<file path="src/rtl/melody_sequencer.sv">
// Eight-note end-of-cook buzzer melody with a single programmable tone divider.
// Step timing comes from a small melody ROM plus beat and gap counters.
module melody_sequencer #(
    parameter int BEAT_CYCLES = 12_500_000,
    parameter int GAP_CYCLES  = 1_250_000,
    parameter int DIV_SHIFT   = 0
) (
    input  logic       clock_in,
    input  logic       reset_n,
    input  logic       start,
    input  logic       stop,
    output logic       tone_out,
    output logic       busy,
    output logic       done,
    output logic [2:0] note_idx
);

    typedef enum logic [1:0] {
        IDLE = 2'd0,
        PLAY = 2'd1,
        GAP  = 2'd2
    } state_t;

    localparam logic [27:0] LAST_1B  = 28'(BEAT_CYCLES - 1);
    localparam logic [27:0] LAST_2B  = 28'(2 * BEAT_CYCLES - 1);
    localparam logic [27:0] LAST_3B  = 28'(3 * BEAT_CYCLES - 1);
    localparam logic [27:0] LAST_4B  = 28'(4 * BEAT_CYCLES - 1);
    localparam logic [27:0] GAP_LAST = 28'(GAP_CYCLES - 1);

    state_t      state;
    state_t      next;
    logic [2:0]  step;
    logic [27:0] dur_cnt;
    logic [27:0] gap_cnt;
    logic [18:0] tone_cnt;

    logic [4:0]  entry;
    logic [2:0]  note;
    logic [1:0]  dur;
    logic [27:0] dur_last;
    logic [18:0] div_raw;
    logic [18:0] div_d;
    logic [18:0] div_half;
    logic        play_end;
    logic        gap_end;
    logic        stay_play;

    // Melody ROM: {note, dur}, beats = dur + 1
    always_comb begin
        entry = 5'd0;
        case (step)
            3'd0: entry = {3'd3, 2'd0};
            3'd1: entry = {3'd3, 2'd0};
            3'd2: entry = {3'd4, 2'd0};
            3'd3: entry = {3'd5, 2'd0};
            3'd4: entry = {3'd5, 2'd0};
            3'd5: entry = {3'd4, 2'd0};
            3'd6: entry = {3'd3, 2'd0};
            3'd7: entry = {3'd2, 2'd1};
            default: entry = 5'd0;
        endcase
    end

    assign note = entry[4:2];
    assign dur  = entry[1:0];

    always_comb begin
        div_raw = 19'd0;
        case (note)
            3'd1: div_raw = 19'd382234;
            3'd2: div_raw = 19'd340530;
            3'd3: div_raw = 19'd303030;
            3'd4: div_raw = 19'd286352;
            3'd5: div_raw = 19'd255102;
            3'd6: div_raw = 19'd227272;
            3'd7: div_raw = 19'd202478;
            default: div_raw = 19'd0;
        endcase
    end

    assign div_d    = div_raw >> DIV_SHIFT;
    assign div_half = div_d >> 1;

    always_comb begin
        dur_last = LAST_1B;
        case (dur)
            2'd0: dur_last = LAST_1B;
            2'd1: dur_last = LAST_2B;
            2'd2: dur_last = LAST_3B;
            2'd3: dur_last = LAST_4B;
            default: dur_last = LAST_1B;
        endcase
    end

    assign play_end = (dur_cnt == dur_last);
    assign gap_end  = (gap_cnt == GAP_LAST);

    always_ff @(posedge clock_in) begin
        if (!reset_n) begin
            state <= IDLE;
        end else begin
            state <= next;
        end
    end

    always_comb begin
        next = state;
        case (state)
            IDLE: begin
                if (start && !stop)
                    next = PLAY;
            end
            PLAY: begin
                if (stop)
                    next = IDLE;
                else if (play_end)
                    next = GAP;
            end
            GAP: begin
                if (stop)
                    next = IDLE;
                else if (gap_end)
                    next = (step == 3'd7) ? IDLE : PLAY;
            end
            default: next = IDLE;
        endcase
    end

    always_comb begin
        busy     = (state == PLAY) || (state == GAP);
        note_idx = (state == PLAY) ? note : 3'd0;
    end

    // Counters only run while the current state persists, so each note
    // and each gap starts from zero and every tone starts in phase.
    assign stay_play = (state == PLAY) && (next == PLAY);

    always_ff @(posedge clock_in) begin
        if (!reset_n) begin
            step     <= 3'd0;
            dur_cnt  <= 28'd0;
            gap_cnt  <= 28'd0;
            tone_cnt <= 19'd0;
            tone_out <= 1'b0;
            done     <= 1'b0;
        end else begin
            if (state == IDLE && next == PLAY)
                step <= 3'd0;
            else if (state == GAP && next == PLAY)
                step <= step + 3'd1;

            dur_cnt <= stay_play ? dur_cnt + 28'd1 : 28'd0;

            if (state == GAP && next == GAP)
                gap_cnt <= gap_cnt + 28'd1;
            else
                gap_cnt <= 28'd0;

            if (stay_play)
                tone_cnt <= (tone_cnt >= div_d - 19'd1) ? 19'd0 : tone_cnt + 19'd1;
            else
                tone_cnt <= 19'd0;

            tone_out <= stay_play && (note != 3'd0) && (tone_cnt < div_half);
            done     <= (state == GAP) && gap_end && (step == 3'd7) && !stop;
        end
    end

endmodule

</file>
<file path="config.mk">
export PLATFORM = sky130hd
export DESIGN_NAME = melody_sequencer
export DESIGN_NICKNAME = d
export VERILOG_FILES = /design/src/rtl/melody_sequencer.sv
export SDC_FILE = /design/constraint.sdc
export NUM_CORES = 1
export LEC_CHECK = 0
export BUFFER_PORTS_ARGS = -buffer_cell sky130_fd_sc_hd__clkbuf_2
export CAP_MARGIN = 20
export CORE_ASPECT_RATIO = 1.1
export CORE_MARGIN = 2
export CORE_UTILIZATION = 55
export CTS_CLUSTER_DIAMETER = 50
export DETAILED_ROUTE_END_ITERATION = 8
export PLACE_DENSITY = 0.76
export SYNTH_ARGS = -nofsm -noshare
export SYNTH_HDL_FRONTEND = slang
export SYNTH_SLANG_ARGS = --single-unit
</file>
<file path="constraint.sdc">
create_clock -name clock_in -period 3.87 [get_ports clock_in]
set_clock_uncertainty 0.15 [all_clocks]
set_input_delay 0 -clock clock_in [delete_from_list [all_inputs] [get_ports clock_in]]
set_output_delay 0 -clock clock_in [all_outputs]
set_load 0.01 [all_outputs]
</file>
==> metrics.cfg <==
[status]
status = finished, final reports clean

[timing]
tightest_slew_ps = 811
hold_viol_final = 0
whs_ps = 65.5
setup_viol = 0
drv_slew = 0
rsz0062_at_grt = no
fmax_ghz = 0.290
fin_crit_sh = 0.892
max_slew_margin = 0.453
fin_tns_setup_ps = 0
setup_ws_ps = 416
period_minus_slack_ps = 3450

[power]
ir_worst_vdd_mv = 0.166
leakagePower_nw = 2.05
pwr_density_cell_mw_per_mm2 = 295

[cts]
cts_made_buffers = 9
cts_root_buf = clkbuf_8
clock_sinks = 86
htreeDepth = 3
cts_buffer_depth = 2
path_clk_slew_ps = 90
cts_tree = yes
insertion_delay_ps = 370
post-cts-setup-buffer-count = 0

[die]
start_util = 0.571
ios = 10
die_area_mm2 = 0.00959
core_mm2 = 0.00850
floorplan.rows = 35
die_x_um = 93.6
die_height_um = 103

[synth]
synth_cells = 579
synth-edff-count = 0
ys_async_sr_fraction = 0
ys_top_cells_by_area = dfxtp_1 (35%), ha_1 (12%), nor2_1 (8.5%)
synth_top_area_frac = 0.355
synth.distinct_cells = 51
avgSynthCellArea_um2 = 8.38
synth_fp_nets = 628
ys.warnings.count = 0
yosys.area.top_type = dfxtp_1
synth_area_mm2 = 0.00485
ys_seq_area_frac = 0.355
ys_seq_elements = 86
synth_ff_type = dfxtp_1

[setup_path]
cp_top_family = simple AND/OR/NAND/NOR gates
slowest_stage = or3_1
crit_chain = or4b_1, or3_1, a2111oi_2, o311ai_0, nand3_2, or3_1, buf_4, nor2_1
critPathCaptureType = register
max_stage_delay_ps = 620
crit_arrival_ps = 3570
worstSetupPathType = reg -> reg
cp_max_fo = 22
cp-start-kind = register
path_buf_inv = 1
cpMostUsedCell = or3_1
crit_required_ps = 3990

[drt]
dr.pass1.iters = 6
drt_wl_total_mm = 9.64
drt-wirelength-per-cell_um = 13.7
vias_per_cell = 5.62
drtIter0Drc = 161
ant_nets = 0
route.vias.total = 3971
route.detailed.drc = 0

[grt]
grt-ovfl-total = 0
grt_max_degree = 29
track_usage = 0.224
antenna_found_initial = 0
grt_pass1_wl_mm = 17.4
grt_pass1_vias = 3993

[finish]
fillers = 791
nNetsFinal = 640
drive_gt1_frac = 0.0622
mostFrequentLayoutCell = nor2_1
synthToLayoutAreaGrowth_pct = 7.19
multiInputGateArea_mm2 = 0.00297
register_area_mm2 = 0.00172
final_cell_mix = nor2_1 (110), dfxtp_1 (85), ha_1 (45), nand2_1 (42), xor2_1 (38)
diodes = 0

[flow_run]
max-cap-violations = 0

[place]
pre_cts_slack_ps = 342
dp_hpwl_mm = 7.26
gp_congestion = 0.921
port_buffers = 9

[min_path]
holdCritPathClass = in -> reg

cells by family (layout without fill, tap and decap cells):
family	after synthesis	in the layout	synth area share
xor gates and xnor gates	65	65	0.117
adders and majority gates	45	45	0.116
muxes	2	2	0.00412
AOI/OAI and AO/OA	74	74	0.101
and+or+nand+nor	273	273	0.274
buffers and inverters	34	50	0.0325
DFF	86	86	0.355
sequential cells by signal (all words and copies together) (netlist names):
signal	cells
state	2
tone_out	1
tone_cnt	19
gap_cnt	28
entry	4
dur_cnt	28
step	3
done	1
metrics by stage:
stage,utilization,std cells,total power (W),instance area [um^2]
CTS,0.612,706,0.00154,5200
detailed placement,0.587,689,0.000919,4980
floorplan,-,579,0.000914,4850
finish,0.612,706,0.00153,5200
global route,0.612,706,0.00159,5200
global placement,0.587,689,0.000919,4980
layout make-up:
cell class / instances / area share
multi-input cells: 459 / 0.572
flip-flops and latches: 86 / 0.331
well taps: 111 / 0.0267
clock buffers: 9 / 0.0238
repair buffers: 15 / 0.0183
inverters: 20 / 0.0144
clock inverters: 6 / 0.0139
report_power, final:
group | leakage (nW) | internal [W] | switching, W | total [W]
clock | 0.0959 | 0.000300 | 0.000335 | 0.000635
combinational | 1.26 | 0.00000551 | 0.00000936 | 0.0000149
sequential | 0.693 | 0.000884 | 0.000000325 | 0.000885
total | 2.05 | 0.00119 | 0.000344 | 0.00153
synth_stat cells, types with 5 or more instances:
| cell | number |
|---|---|
| nor2_1 | 110 |
| dfxtp_1 | 86 |
| ha_1 | 45 |
| nand2_1 | 42 |
| xor2_1 | 38 |
| nand3_1 | 35 |
| xnor2_1 | 27 |
| a21oi_1 | 24 |
| inv_1 | 20 |
| o21ai_0 | 17 |
| nand4_1 | 16 |
| a21o_1 | 12 |
| and3_1 | 12 |
| or3_1 | 9 |
| nor3_1 | 8 |
| clkbuf_1 | 7 |
| nor2b_1 | 7 |
| and4_1 | 6 |
| and2_1 | 5 |
per-layer routing:
metal / global-route usage / part of all wire
met5: 0 / 0
met4: 0.106 / 0.029
met3: 0.0497 / 0.034
met2: 0.380 / 0.48
met1: 0.273 / 0.46
worst reg2reg max path: cells and delay by family (launching register included):
kind | cells | cell delay (ps)
simple gates | 5 | 1740
compound gates | 2 | 840
flops | 1 | 360
buf+inv | 1 | 270
what timing repair did:
action                                  CTS  global route
hold buffers                              2             0
endpoints found under the setup margin    0            12
gates resized for setup                   0             1
hold endpoints to repair                  8             0
final timing paths:
kind / startpoint / to / slack, ps / depth (start not counted)
setup reg to reg: dur_cnt[7]$_SDFF_PN0_ / dur_cnt[15]$_SDFF_PN0_ / 420 / 8
hold reg to reg: dur_cnt[0]$_SDFF_PN0_ / dur_cnt[0]$_SDFF_PN0_ / 310 / 1
hold / removal: stop / state[0]$_SDFF_PN0_ / 70 / 5
setup / recovery: dur_cnt[7]$_SDFF_PN0_ / dur_cnt[15]$_SDFF_PN0_ / 420 / 8
(Power assumes the default switching activity.)
